$ cat src/rtl/seg_pkg.sv
// Shared constants for the stopwatch display path: active-low segment
// patterns (bit0=a .. bit6=g), digit slot indices and the scan state type.
package seg_pkg;
    localparam logic [6:0] SEG_0    = 7'b1000000;
    localparam logic [6:0] SEG_1    = 7'b1111001;
    localparam logic [6:0] SEG_2    = 7'b0100100;
    localparam logic [6:0] SEG_3    = 7'b0110000;
    localparam logic [6:0] SEG_4    = 7'b0011001;
    localparam logic [6:0] SEG_5    = 7'b0010010;
    localparam logic [6:0] SEG_6    = 7'b0000010;
    localparam logic [6:0] SEG_7    = 7'b1111000;
    localparam logic [6:0] SEG_8    = 7'b0000000;
    localparam logic [6:0] SEG_9    = 7'b0010000;
    localparam logic [6:0] SEG_DASH = 7'b0111111;
    localparam logic [6:0] SEG_OFF  = 7'b1111111;

    localparam logic [1:0] DIG_TENTHS = 2'd0;
    localparam logic [1:0] DIG_SONES  = 2'd1;
    localparam logic [1:0] DIG_STENS  = 2'd2;
    localparam logic [1:0] DIG_MIN    = 2'd3;

    typedef enum logic {BLANK = 1'b0, DRIVE = 1'b1} scan_state_e;
endpackage

$ cat src/rtl/seven_seg_scan_if.sv
// Digit inputs from the stopwatch core and the multiplexed display pins.
interface seven_seg_scan_if;
    logic [3:0] minutes;
    logic [2:0] secondTens;
    logic [3:0] secondOnes;
    logic [3:0] tenths;
    logic       lz_blank;
    logic [3:0] an;
    logic [6:0] seg;
    logic       dp;

    modport master (output minutes, secondTens, secondOnes, tenths, lz_blank,
                    input  an, seg, dp);
    modport slave  (input  minutes, secondTens, secondOnes, tenths, lz_blank,
                    output an, seg, dp);
endinterface

$ cat src/rtl/bcd_to_seg.sv
// Combinational BCD to active-low seven-segment decoder; values above
// max_val render as a dash.
module bcd_to_seg
    import seg_pkg::*;
(
    input  logic [3:0] val,
    input  logic [3:0] max_val,
    output logic [6:0] seg
);
    always_comb begin
        seg = SEG_DASH;
        if (val <= max_val) begin
            case (val)
                4'd0: seg = SEG_0;
                4'd1: seg = SEG_1;
                4'd2: seg = SEG_2;
                4'd3: seg = SEG_3;
                4'd4: seg = SEG_4;
                4'd5: seg = SEG_5;
                4'd6: seg = SEG_6;
                4'd7: seg = SEG_7;
                4'd8: seg = SEG_8;
                4'd9: seg = SEG_9;
                default: seg = SEG_DASH;
            endcase
        end
    end
endmodule

$ cat src/rtl/seven_seg_scan.sv
// Four-digit common-anode scanner: per-frame snapshot, blanking gap before
// each digit, registered outputs.
module seven_seg_scan
    import seg_pkg::*;
#(
    parameter int REFRESH_DIV = 50000,
    parameter int BLANK_CYC   = 500
) (
    input  logic           clk,
    input  logic           reset,
    seven_seg_scan_if.slave bus
);
    localparam int CW = $clog2(REFRESH_DIV);
    localparam logic [CW-1:0] LAST = CW'(REFRESH_DIV - 1);
    localparam logic [CW-1:0] BCYC = CW'(BLANK_CYC);
    localparam scan_state_e   RST_ST = (BLANK_CYC == 0) ? DRIVE : BLANK;

    logic [CW-1:0] cnt_q, cnt_d;
    logic [1:0]    idx_q, idx_d;
    scan_state_e   state_q, state_d;
    logic [3:0]    min_q, min_d, so_q, so_d, te_q, te_d;
    logic [2:0]    st_q, st_d;
    logic          lz_q, lz_d;
    logic [3:0]    an_q, an_d;
    logic [6:0]    seg_q, seg_d;
    logic          dp_q, dp_d;

    logic          wrap, capture, lz_off;
    logic [3:0]    dig_val, dig_max;
    logic [6:0]    dig_seg;

    bcd_to_seg u_dec (.val(dig_val), .max_val(dig_max), .seg(dig_seg));

    always_comb begin
        wrap    = (cnt_q == LAST);
        cnt_d   = wrap ? '0 : cnt_q + CW'(1);
        idx_d   = wrap ? idx_q + 2'd1 : idx_q;
        state_d = state_q;
        case (state_q)
            BLANK:   if (cnt_d == BCYC) state_d = DRIVE;
            DRIVE:   if (wrap && BLANK_CYC != 0) state_d = BLANK;
            default: state_d = RST_ST;
        endcase

        // The frame's first cycle decodes the values being captured, so a
        // zero-length blanking gap still shows the fresh snapshot on digit 0.
        capture = (cnt_q == '0) && (idx_q == 2'd0);
        min_d = capture ? bus.minutes    : min_q;
        st_d  = capture ? bus.secondTens : st_q;
        so_d  = capture ? bus.secondOnes : so_q;
        te_d  = capture ? bus.tenths     : te_q;
        lz_d  = capture ? bus.lz_blank   : lz_q;

        dig_val = te_d;
        dig_max = 4'd9;
        case (idx_q)
            DIG_SONES: dig_val = so_d;
            DIG_STENS: begin dig_val = {1'b0, st_d}; dig_max = 4'd5; end
            DIG_MIN:   dig_val = min_d;
            default:   dig_val = te_d;
        endcase

        lz_off = (idx_q == DIG_MIN) && lz_d && (min_d == 4'd0);
        an_d   = 4'b1111;
        seg_d  = SEG_OFF;
        dp_d   = 1'b1;
        if (state_q == DRIVE && !lz_off) begin
            an_d  = ~(4'b0001 << idx_q);
            seg_d = dig_seg;
            dp_d  = !((idx_q == DIG_SONES) || (idx_q == DIG_MIN));
        end
    end

    always_ff @(posedge clk) begin
        if (reset) begin
            cnt_q   <= '0;
            idx_q   <= 2'd0;
            state_q <= RST_ST;
            min_q   <= '0;
            st_q    <= '0;
            so_q    <= '0;
            te_q    <= '0;
            lz_q    <= 1'b0;
            an_q    <= 4'b1111;
            seg_q   <= SEG_OFF;
            dp_q    <= 1'b1;
        end else begin
            cnt_q   <= cnt_d;
            idx_q   <= idx_d;
            state_q <= state_d;
            min_q   <= min_d;
            st_q    <= st_d;
            so_q    <= so_d;
            te_q    <= te_d;
            lz_q    <= lz_d;
            an_q    <= an_d;
            seg_q   <= seg_d;
            dp_q    <= dp_d;
        end
    end

    assign bus.an  = an_q;
    assign bus.seg = seg_q;
    assign bus.dp  = dp_q;
endmodule

$ cat src/flat_wrapper.sv
// flat-port wrapper written by rule: the top's interface ports become plain ports
module seven_seg_scan_flat import seg_pkg::*;
#(
    parameter int REFRESH_DIV = 50000,
    parameter int BLANK_CYC   = 500
)
  (clk, reset, bus_minutes, bus_secondTens, bus_secondOnes, bus_tenths, bus_lz_blank, bus_an, bus_seg, bus_dp);
  seven_seg_scan_if bus_i ();
  input  logic clk;
  input  logic reset;
  input wire logic [$bits(bus_i.minutes)-1:0] bus_minutes;
  input wire logic [$bits(bus_i.secondTens)-1:0] bus_secondTens;
  input wire logic [$bits(bus_i.secondOnes)-1:0] bus_secondOnes;
  input wire logic [$bits(bus_i.tenths)-1:0] bus_tenths;
  input wire logic [$bits(bus_i.lz_blank)-1:0] bus_lz_blank;
  output wire logic [$bits(bus_i.an)-1:0] bus_an;
  output wire logic [$bits(bus_i.seg)-1:0] bus_seg;
  output wire logic [$bits(bus_i.dp)-1:0] bus_dp;
  assign bus_i.minutes = bus_minutes;
  assign bus_i.secondTens = bus_secondTens;
  assign bus_i.secondOnes = bus_secondOnes;
  assign bus_i.tenths = bus_tenths;
  assign bus_i.lz_blank = bus_lz_blank;
  assign bus_an = bus_i.an;
  assign bus_seg = bus_i.seg;
  assign bus_dp = bus_i.dp;
  seven_seg_scan #(.REFRESH_DIV(REFRESH_DIV), .BLANK_CYC(BLANK_CYC)) u_core (.clk(clk), .reset(reset), .bus(bus_i));
endmodule
$ cat config.mk
export PLATFORM = sky130hd
export DESIGN_NAME = seven_seg_scan_flat
export DESIGN_NICKNAME = d
export VERILOG_FILES = /design/src/rtl/seg_pkg.sv /design/src/rtl/seven_seg_scan_if.sv /design/src/rtl/bcd_to_seg.sv /design/src/rtl/seven_seg_scan.sv /design/src/flat_wrapper.sv
export SDC_FILE = /design/constraint.sdc
export NUM_CORES = 1
export LEC_CHECK = 0
export CORE_UTILIZATION = 25
export CTS_CLUSTER_SIZE = 24
export DETAILED_ROUTE_END_ITERATION = 10
export PLACE_DENSITY = 0.49
export SLEW_MARGIN = 20
export SYNTH_ARGS = -nofsm -noshare
export SYNTH_HDL_FRONTEND = slang
export SYNTH_HIERARCHICAL = 1
export SYNTH_SLANG_ARGS = --single-unit
$ cat constraint.sdc
create_clock -name clk -period 4.4 [get_ports clk]
set_input_delay 0.88 -clock clk [delete_from_list [all_inputs] [get_ports clk]]
set_output_delay 0.88 -clock clk [all_outputs]
set_load 0.05 [all_outputs]
==> results.sh, run 1 <==
export IMPL_status="finished, final reports clean"
export IMPL_cts_sink_count=47
export IMPL_hold_class="reg2reg"
export IMPL_p_int_w=0.000638
export IMPL_rsz0062_at_grt="false"
export IMPL_start_kind="flop"
export IMPL_post_cts_buffers=0
export IMPL_worst_path_max_delay_cell="nor2_4"
export IMPL_fin_crit_sh_pct=81.8
export IMPL_min_from="u_core/lz_q"
export IMPL_p_clk_share_pct=28.9
export IMPL_avgViaCountPerCell=4.40
export IMPL_tns_ns=0
export IMPL_crit_buf_inv=0
export IMPL_fp_row_count=36
export IMPL_initial_core_util_pct=25.9
export IMPL_io_buffers=29
export IMPL_setup_viol=0
export IMPL_synth_cell_area_um2=2540
export IMPL_finalClockSkew_ns=0.00292
export IMPL_area_delta_synth_final_pct=17.9
export IMPL_vias=1898
export IMPL_nNetsFinal=332
export IMPL_dpl_cell_area_um2=2920
export IMPL_ios=30
export IMPL_grt_pass1_wl_um=8840
export IMPL_swShare_pct=27.2
export IMPL_rr_endpoint="u_core/bus.seg[6]"
export IMPL_gr_usage_all_layers_pct=11.0
export IMPL_netlist_top_cells_area="dfxtp_1 (37%), ha_1 (8.4%), mux2i_1 (5.1%), nor2_1 (4.4%), xnor2_1 (4.1%)"
export IMPL_fmax_ghz=0.278
export IMPL_cts_htree_levels=2
export IMPL_cellLeakagePower_nw=1.13
export IMPL_grt_overflow_total=0
export IMPL_ys_warn_count=6
export IMPL_hold_violations=0
export IMPL_r2r_start="u_core/cnt_q[8]"
export IMPL_fp_dieW_um=103
export IMPL_pwr_density_cell_nw_per_um2=293
export IMPL_drt_iter0_drc=93
export IMPL_cp_arrival_ns=3.77
export IMPL_wl_per_cell_um=12.6
export IMPL_netlist_area_leader_share_pct=37.0
export IMPL_insertion_delay_ns=0.30
export IMPL_routed_wl_um=5410
export IMPL_grt_max_degree=23
export IMPL_gp_routability_congestion=0.758
export IMPL_design_area_um2=3000
export IMPL_synth_area_leader_cell="dfxtp_1"
export IMPL_criticalPathCategory="reg2reg"
export IMPL_cts_hold_buf=0
export IMPL_clkTransAtPathRegs_ns=0.08
export IMPL_synth_fp_nets=310
export IMPL_ys_seq_area_share_pct=37.0
export IMPL_core_area_um2=9820
export IMPL_dr_pass1_iters=4
export IMPL_drv_slew=0
export IMPL_r2r_slack_ns=0.80
export IMPL_crit_path_max_fanout=17
export IMPL_ys_types=52
export IMPL_cts_inserted_buffers=5
export IMPL_antenna_found_initial=0
export IMPL_antenna_cells=0
export IMPL_ys_flop_type="dfxtp_1"
export IMPL_place_hpwl_um=4070
export IMPL_path_cells="nor4_1 -> nand4_1 -> nor2_4 -> mux2_1 -> a222oi_1 -> mux2i_1 -> ha_1 -> nor2b_4 -> o2111ai_4 -> and4b_1 -> nand2b_1"
export IMPL_post_cts_resized=0
export IMPL_cts_tree="built"
export IMPL_route_detailed_drc=0
export IMPL_die_h_um=103
export IMPL_max_cap_violations=0
export IMPL_end_kind="flop"
export IMPL_slew_headroom_pct=47.6
export IMPL_drive_above_1_share_pct=6.04
export IMPL_critical_path_top_delay_family="simple AND/OR/NAND/NOR gates"
export IMPL_r2r_cells=11
export IMPL_netlist_instances=275
export IMPL_die_area_um2=10600
export IMPL_ys_ff_latch=47
export IMPL_root_buffer="clkbuf_8"
export IMPL_min_period_ns=3.60
export IMPL_worst_pin_slew_ns=0.785
export IMPL_cp_slowest_stage_delay_ns=0.50
export IMPL_required_ns=4.57
export IMPL_power_frac_seq_pct=51.2
export IMPL_holdPathStages=2
export IMPL_combPwrFrac_pct=20.0
export IMPL_cts_buffer_depth=2
export IMPL_switching_power_w=0.000239
export IMPL_ir_worst_vdd_v=0.0000968
export IMPL_ant_nets=0
export IMPL_async_flop_share_pct=0
export IMPL_hold_path_endpoint="u_core/lz_q"
export IMPL_synth_area_per_cell_um2=9.24
export IMPL_grt_pass1_vias=1706
export IMPL_synth_edf_count=0
-- layout by cell type, fill, tap and decap left out, types with 2 or more instances in the layout --
cell / synthesis / routed
nand2_1: 18 / 18
nand4_1: 4 / 4
o211ai_1: 6 / 6
xor2_1: 5 / 5
ha_1: 17 / 17
buf_4: 2 / 2
o21ai_0: 2 / 2
nor2_1: 30 / 30
mux2i_1: 13 / 13
mux2_1: 7 / 7
dfxtp_1: 47 / 47
nor4_1: 6 / 6
nand3_1: 7 / 7
a211oi_1: 2 / 2
nand2b_1: 9 / 9
nor2b_1: 11 / 11
a222oi_1: 2 / 2
nor3_1: 9 / 9
inv_1: 14 / 14
a21oi_1: 6 / 6
clkbuf_8: 0 / 5
xnor2_1: 12 / 12
conb_1: 2 / 2
and3_1: 3 / 3
a21o_1: 2 / 2
clkbuf_1: 4 / 2
or2_1: 2 / 2
clkdlybuf4s50_1: 0 / 29
-- cells by family (layout without fill, tap and decap cells) --
logic type / Yosys count / in the layout / synth area share [%]
buf+inv: 30 / 53 / 5.91
simple gates: 110 / 110 / 23.7
xor+xnor: 17 / 17 / 5.86
fa+ha+maj: 17 / 17 / 8.37
flops: 47 / 47 / 37.0
mux: 20 / 20 / 8.22
other cells: 2 / 2 / 0.296
compound gates: 32 / 32 / 10.6
-- metrics by stage --
stage | total power, W | setup slack (ns) | hold slack, ns | util (%) | std cells
after floorplan | 0.000589 | 1.32 | 0.450 | - | 275
after global placement | 0.000633 | 0.844 | 0.473 | 29.7 | 423
after detailed placement | 0.000633 | 0.786 | 0.470 | 29.7 | 423
after CTS | 0.000889 | 0.758 | 0.482 | 30.5 | 431
after global routing | 0.000933 | 0.474 | 0.506 | 30.5 | 431
final | 0.000877 | 0.800 | 0.479 | 30.5 | 431
-- how the worst max path moves through the flow --
stage / start / end / slack, ns / cells after the start
3_3_place_gp: u_core/cnt_q[6] / u_core/bus.seg[6] / 0.84 / 10
4_1_cts: u_core/cnt_q[8] / u_core/bus.seg[6] / 0.76 / 11
6_report: u_core/cnt_q[8] / u_core/bus.seg[6] / 0.80 / 11
2_1_floorplan: u_core/cnt_q[8] / u_core/bus.seg[6] / 1.32 / 13
5_1_grt: u_core/cnt_q[8] / u_core/bus.seg[6] / 0.47 / 11
3_5_place_dp: u_core/cnt_q[8] / u_core/bus.seg[6] / 0.79 / 11
-- area by class of cell --
cell class	instances	area, um2
fill	1055	6820
multi-input combinational	198	1450
inverter	14	52.6
sequential	47	941
tap	133	166
clock buffer	7	76.3
timing repair buffer	31	305
clock inverter	1	5.00
-- routing by layer --
| metal | global-route usage (%) | share of wire (%) | vias up |
|---|---|---|---|
| li1 | - | - | 989 |
| met1 | 16.1 | 53 | 881 |
| met2 | 16.1 | 43 | 22 |
| met3 | 2.24 | 2.8 | 6 |
| met4 | 3.58 | 1.5 | 0 |
| met5 | 0 | 0 | - |
-- power by group through the flow --
stage | clock network (W) | logic (W) | registers, W
finish | 0.000253 | 0.000175 | 0.000449
global route | 0.000285 | 0.000196 | 0.000451
CTS | 0.000265 | 0.000175 | 0.000449
detailed placement | 0 | 0.000174 | 0.000459
global placement | 0 | 0.000174 | 0.000459
floorplan | 0 | 0.000132 | 0.000457
-- cells in the mapped netlist, types with 2 or more instances --
cell	number
buf_4	2
clkbuf_1	4
mux2i_1	13
o21ai_0	2
mux2_1	7
nor4_1	6
nand2b_1	9
nand3_1	7
xor2_1	5
nor2_1	30
or2_1	2
a21oi_1	6
inv_1	14
xnor2_1	12
o211ai_1	6
nand2_1	18
ha_1	17
nand4_1	4
nor2b_1	11
buf_2	6
nor3_1	9
and3_1	3
conb_1	2
a211oi_1	2
buf_6	3
dfxtp_1	47
a222oi_1	2
a21o_1	2
-- worst min-delay path, stage by stage, from the launching register on --
cell and delay, ns:
dfxtp_1 0.32, o21ai_0 0.06, a21oi_1 0.06
-- sequential cells by signal, indices dropped and copies added (netlist names) --
signal / flops
u_core/te_q: 4
u_core/min_q: 4
u_core/bus.seg: 7
u_core/st_q: 3
u_core/bus.an: 4
u_core/lz_q: 1
u_core/bus.dp: 1
u_core/state_q: 1
u_core/cnt_q: 16
u_core/idx_q: 2
u_core/so_q: 4
Note: power is estimated with default switching activity, not from simulation.
==> run 2, diff against run 1 <==
--- a/config.mk
+++ b/config.mk
@@ -8,7 +8,7 @@
 export CORE_UTILIZATION = 25
 export CTS_CLUSTER_SIZE = 24
 export DETAILED_ROUTE_END_ITERATION = 10
-export PLACE_DENSITY = 0.49
+export PLACE_DENSITY = 0.5
 export SLEW_MARGIN = 20
 export SYNTH_ARGS = -nofsm -noshare
 export SYNTH_HDL_FRONTEND = slang
==> constraint.sdc (replaced) <==
create_clock -name clk -period 3 [get_ports clk]
set_input_delay 0.6 -clock clk [delete_from_list [all_inputs] [get_ports clk]]
set_output_delay 0.6 -clock clk [all_outputs]
set_load 0.05 [all_outputs]
==> run 2 against run 1 <==
  * The flow now finishes with violations (negative setup slack)
  * Global-route usage is 1.2 points higher
  * Setup slack worse by 0.81 ns
  * Design area is 14% higher
  * Via count is 8.7% higher
  * Non-clock buffer count is 40 higher
  * Fmax is 20% higher
  * Critical path depth is 1 higher
  * First-iteration DRC count is 6.5% higher
  * Die area stayed put
  * Final cell count is 9.3% higher
  * Sequential share of layout area is 3.8 points lower
  * Count of clock-buffer cells in the layout is 1 lower
==> results.sh, run 2 (synthesized netlist as in run 1, its figures left out) <==
export IMPL_r2r_start="u_core/cnt_q[15]"
export IMPL_r2r_slack_ns=-0.01
export IMPL_drive_above_1_share_pct=21.6
export IMPL_insertion_delay_ns=0.29
export IMPL_gr_usage_all_layers_pct=12.2
export IMPL_cts_tree="built"
export IMPL_setup_ws_ns=-0.0104
export IMPL_hold_class="reg2reg"
export IMPL_grt_pass1_vias=2051
export IMPL_hold_ws_ns=0.486
export IMPL_start_kind="flop"
export IMPL_area_delta_synth_final_pct=34.5
export IMPL_cts_buffer_depth=2
export IMPL_cp_slowest_stage_delay_ns=0.40
export IMPL_min_period_ns=3.01
export IMPL_rr_endpoint="u_core/bus.seg[4]"
export IMPL_end_kind="flop"
export IMPL_dr_pass1_iters=5
export IMPL_slew_headroom_pct=65.2
export IMPL_cts_sink_count=47
export IMPL_required_ns=3.24
export IMPL_routed_wl_um=5810
export IMPL_path_cells="nor4_4 -> nand4_1 -> nor2_4 -> mux2_1 -> a222oi_1 -> mux2i_1 -> inv_1 -> ha_2 -> a41o_2 -> buf_4 -> o211ai_1 -> nand2b_1"
export IMPL_die_area_um2=10600
export IMPL_drt_iter0_drc=99
export IMPL_status="complete, but fails checks"
export IMPL_cp_arrival_ns=3.25
export IMPL_min_from="u_core/lz_q"
export IMPL_top_register="u_core/cnt_q"
export IMPL_rsz0062_at_grt="true"
export IMPL_fin_crit_sh_pct=100
export IMPL_avgViaCountPerCell=4.38
export IMPL_vias=2063
export IMPL_grt_max_degree=24
export IMPL_grt_overflow_total=0
export IMPL_final_common_cell="dfxtp_1"
export IMPL_setup_viol=3
export IMPL_gp_routability_congestion=0.817
export IMPL_finalClockSkew_ns=0.00554
export IMPL_holdPathStages=2
export IMPL_clkTransAtPathRegs_ns=0.09
export IMPL_wl_per_cell_um=12.3
export IMPL_worst_path_max_delay_cell="mux2_1"
export IMPL_fp_dieW_um=103
export IMPL_worst_pin_slew_ns=0.521
export IMPL_grt_pass1_wl_um=10000
export IMPL_ir_worst_vdd_v=0.000219
export IMPL_io_buffers=29
export IMPL_violations="negative setup slack"
export IMPL_crit_path_max_fanout=8
export IMPL_fmax_ghz=0.332
export IMPL_cts_hold_buf=0
export IMPL_cts_inserted_buffers=5
export IMPL_max_cap_violations=0
export IMPL_core_area_um2=9820
export IMPL_antenna_cells=0
export IMPL_root_buffer="clkbuf_8"
export IMPL_power_w=0.00149
export IMPL_criticalPathCategory="reg2reg"
export IMPL_largest_reg_flops=16
export IMPL_pwr_density_cell_nw_per_um2=436
export IMPL_route_detailed_drc=0
export IMPL_nNetsFinal=372
export IMPL_cellLeakagePower_nw=1.39
export IMPL_fp_row_count=36
export IMPL_layout_common_cells="dfxtp_1 (46), buf_4 (39), nor2_1 (30)"
export IMPL_ant_nets=0
export IMPL_r2r_cells=12
export IMPL_die_h_um=103
export IMPL_drv_slew=0
export IMPL_hold_violations=0
export IMPL_place_hpwl_um=4390
export IMPL_cts_htree_levels=2
export IMPL_initial_core_util_pct=25.9
export IMPL_ios=30
export IMPL_finish_utilization_pct=34.8
export IMPL_fillers=1040
export IMPL_antenna_found_initial=0
export IMPL_hold_path_endpoint="u_core/lz_q"
## run 2: changes by cell type in the layout (fill, tap and decap cells not counted), moves of 2 or more
cell      change
buf_4        +37
mux2_1        -4
clkbuf_1      -2
a211oi_2      +2
a211oi_1      -2
buf_12        +2
a21oi_1       -2
ha_1          -2
ha_2          +2
a21oi_2       +2
mux2_4        +4
## run 2: worst max-delay path: cells and delay by family, from the launching register on
family | cells | cell delay (ns)
muxes | 2 | 0.55
and+or+nand+nor | 4 | 0.87
buffers and inverters | 2 | 0.25
AOI/OAI and AO/OA | 3 | 0.65
DFF | 1 | 0.34
adders and majority gates | 1 | 0.28
## run 2: area by class of cell
class,instances,area [um2],share of cell area [%]
Clock inverter,2,35.0,1.02
Tap cell,133,166,4.87
Sequential cell,47,942,27.6
Clock buffer,6,82.6,2.42
Timing Repair Buffer,71,634,18.6
Multi-Input combinational cell,198,1510,44.0
Inverter,14,52.6,1.54
## run 2: worst max-delay path by stage
stage	from	end	slack (ns)
final	u_core/cnt_q[15]	u_core/bus.seg[4]	-0.01
after global routing	u_core/cnt_q[15]	u_core/bus.seg[4]	-0.27
after detailed placement	u_core/cnt_q[15]	u_core/bus.seg[6]	-0.07
after floorplan	u_core/cnt_q[8]	u_core/bus.seg[6]	0.004
after global placement	u_core/cnt_q[15]	u_core/bus.seg[2]	-0.03
after CTS	u_core/cnt_q[14]	u_core/bus.seg[6]	0.0009
## run 2: what timing repair did
item / 4_1_cts / 5_1_grt
pin swaps: 6 / 6
endpoints found under the setup margin: 7 / 7
gates resized for setup: 4 / 11
buffers inserted: 1 / 1
## run 2: routing by layer
metal,global-route usage [%],vias to the layer above,share of wire (%)
met3,2.31,5,4.8
met2,17.1,45,39
li1,-,1062,-
met1,18.8,951,55
met5,0,-,0
met4,3.25,0,0.95
## run 2: power breakdown
part	internal, W	total [W]	switching, W
Combinational	0.000201	0.000355	0.000155
Sequential	0.000647	0.000655	0.00000784
Clock	0.000270	0.000480	0.000210
## run 2: stage by stage
stage               setup TNS, ns  setup WS [ns]  cells  area, um2
finish                    -0.0260        -0.0104    471       3420
global route                -1.66         -0.266    471       3420
CTS                             0       0.000854    470       3370
detailed placement         -0.356        -0.0701    461       3230
global placement           -0.165        -0.0292    461       3230
floorplan                       0        0.00415    275       2540
==> run 3, diff against run 2 <==
--- a/config.mk
+++ b/config.mk
@@ -6,6 +6,7 @@
 export NUM_CORES = 1
 export LEC_CHECK = 0
 export CORE_UTILIZATION = 25
+export CTS_BUF_LIST = sky130_fd_sc_hd__clkbuf_16
 export CTS_CLUSTER_SIZE = 24
 export DETAILED_ROUTE_END_ITERATION = 10
 export PLACE_DENSITY = 0.5
==> run 3 against run 2 <==
  * The run still ends with negative setup slack left
  * Total power up 9.8%
  * Design area up 2.2%
  * Critical endpoint unchanged
  * Setup slack worse by 0.015 ns
  * Final cell count unchanged
  * Clock power up 29%
  * Via count up 0.29%
  * Flip-flop and latch count unchanged
  * Largest power group unchanged
  * Hold slack worse by 0.0067 ns
  * Count of clock-buffer cells in the layout down 1
  * Fmax down 0.51%
==> results.sh, run 3 (synthesized netlist as in run 1, its figures left out) <==
export IMPL_criticalPathCategory="reg2reg"
export IMPL_ir_worst_vdd_v=0.000268
export IMPL_violations="negative setup slack"
export IMPL_grt_max_degree=24
export IMPL_antenna_found_initial=0
export IMPL_top_register="u_core/cnt_q"
export IMPL_finish_utilization_pct=35.6
export IMPL_ios=30
export IMPL_fp_row_count=36
export IMPL_fillers=1033
export IMPL_max_cap_violations=0
export IMPL_ant_nets=0
export IMPL_cp_arrival_ns=3.25
export IMPL_drv_slew=0
export IMPL_status="complete, but fails checks"
export IMPL_rsz0062_at_grt="true"
export IMPL_final_common_cell="dfxtp_1"
export IMPL_die_h_um=103
export IMPL_cts_htree_levels=2
export IMPL_gp_routability_congestion=0.817
export IMPL_end_kind="flop"
export IMPL_min_period_ns=3.03
export IMPL_route_detailed_drc=0
export IMPL_insertion_delay_ns=0.28
export IMPL_grt_pass1_vias=2058
export IMPL_core_area_um2=9820
export IMPL_design_area_um2=3490
export IMPL_clkTransAtPathRegs_ns=0.06
export IMPL_r2r_slack_ns=-0.03
export IMPL_finalClockSkew_ns=0.00548
export IMPL_cts_tree="built"
export IMPL_gr_usage_all_layers_pct=12.3
export IMPL_area_delta_synth_final_pct=37.4
export IMPL_io_buffers=29
export IMPL_routed_wl_um=5850
export IMPL_place_hpwl_um=4390
export IMPL_dr_pass1_iters=4
export IMPL_pwr_density_cell_nw_per_um2=469
export IMPL_largest_reg_flops=16
export IMPL_cts_buffer_depth=2
export IMPL_fp_dieW_um=103
export IMPL_avgViaCountPerCell=4.39
export IMPL_cts_inserted_buffers=5
export IMPL_hold_class="reg2reg"
export IMPL_dpl_cell_area_um2=3230
export IMPL_cellLeakagePower_nw=1.41
export IMPL_hold_violations=0
export IMPL_grt_overflow_total=0
export IMPL_cts_hold_buf=0
export IMPL_slew_headroom_pct=65.2
export IMPL_worst_path_max_delay_cell="dfxtp_2"
export IMPL_die_area_um2=10600
export IMPL_required_ns=3.23
export IMPL_worst_pin_slew_ns=0.521
export IMPL_path_cells="nor4_4 -> nand4_1 -> nor2_4 -> buf_6 -> mux2_4 -> a222oi_1 -> mux2i_1 -> inv_1 -> ha_4 -> a41o_2 -> buf_4 -> o211ai_1 -> nand2b_1"
export IMPL_cts_sink_count=47
export IMPL_crit_path_max_fanout=8
export IMPL_cp_slowest_stage_delay_ns=0.34
export IMPL_nNetsFinal=372
export IMPL_fmax_ghz=0.330
export IMPL_fin_crit_sh_pct=101
export IMPL_grt_pass1_wl_um=10000
export IMPL_setup_viol=7
export IMPL_layout_common_cells="dfxtp_1 (46), buf_4 (38), nor2_1 (30)"
export IMPL_tns_ns=-0.129
export IMPL_drt_iter0_drc=87
export IMPL_root_buffer="clkbuf_16"
export IMPL_wl_per_cell_um=12.4
export IMPL_drive_above_1_share_pct=21.9
export IMPL_setup_ws_ns=-0.0259
export IMPL_start_kind="flop"
export IMPL_antenna_cells=0
export IMPL_vias=2069
export IMPL_initial_core_util_pct=25.9
[run 3: cell types whose count changed in the layout (fill, tap and decap cells not counted), sizes merged]
cell and delta:
clkinv +1, clkbuf -1
[run 3: worst paths after layout]
| path | end | cells after the start | startpoint |
|---|---|---|---|
| setup / recovery | u_core/bus.seg[4] | 13 | u_core/cnt_q[15] |
| hold / removal | u_core/lz_q | 2 | u_core/lz_q |
| setup reg to reg | u_core/bus.seg[4] | 13 | u_core/cnt_q[15] |
| hold reg to reg | u_core/lz_q | 2 | u_core/lz_q |
[run 3: report_power, final]
group | switching (W) | internal [W]
Clock | 0.000228 | 0.000389
Combinational | 0.000159 | 0.000206
Sequential | 0.00000768 | 0.000648
Total | 0.000395 | 0.00124
[run 3: what timing repair did]
action,CTS,global route
setup endpoints to repair,7,7
resized for setup,2,18
pin swaps,5,11
buffers inserted,1,1
[run 3: area by class of cell]
class	count	area [um2]	area share [%]
Multi-Input combinational cell	198	1530	43.8
Sequential cell	47	942	27.0
Timing Repair Buffer	71	638	18.3
Tap cell	133	166	4.77
Clock buffer	5	125	3.58
Inverter	14	52.6	1.50
Clock inverter	3	38.8	1.11
[run 3: routing by layer]
layer  GRT usage [%]  wire length [um]  vias to the layer above
met4            3.25                55                        0
met1            18.7              3220                      954
met5               0                 0                        -
met2            17.4              2330                       43
li1                -                 -                     1067
met3            2.31               245                        5
[run 3: through the flow]
| stage | hold slack (ns) | worst slack, ns | total power, W | instances |
|---|---|---|---|---|
| 6_report | 0.479 | -0.0259 | 0.00164 | 471 |
| 5_1_grt | 0.506 | -0.257 | 0.00173 | 471 |
| 4_1_cts | 0.485 | 0.00209 | 0.00163 | 470 |
| 3_5_place_dp | 0.476 | -0.0701 | 0.000998 | 461 |
| 3_3_place_gp | 0.471 | -0.0292 | 0.000999 | 461 |
| 2_1_floorplan | 0.450 | 0.00415 | 0.000867 | 275 |
[run 3: critical path, delay by kind of cell, from the launching register on]
family | cells | cell delay (ns)
fa+ha+maj | 1 | 0.23
mux | 2 | 0.45
flops | 1 | 0.34
buf+inv | 3 | 0.47
simple gates | 4 | 0.86
compound gates | 3 | 0.62
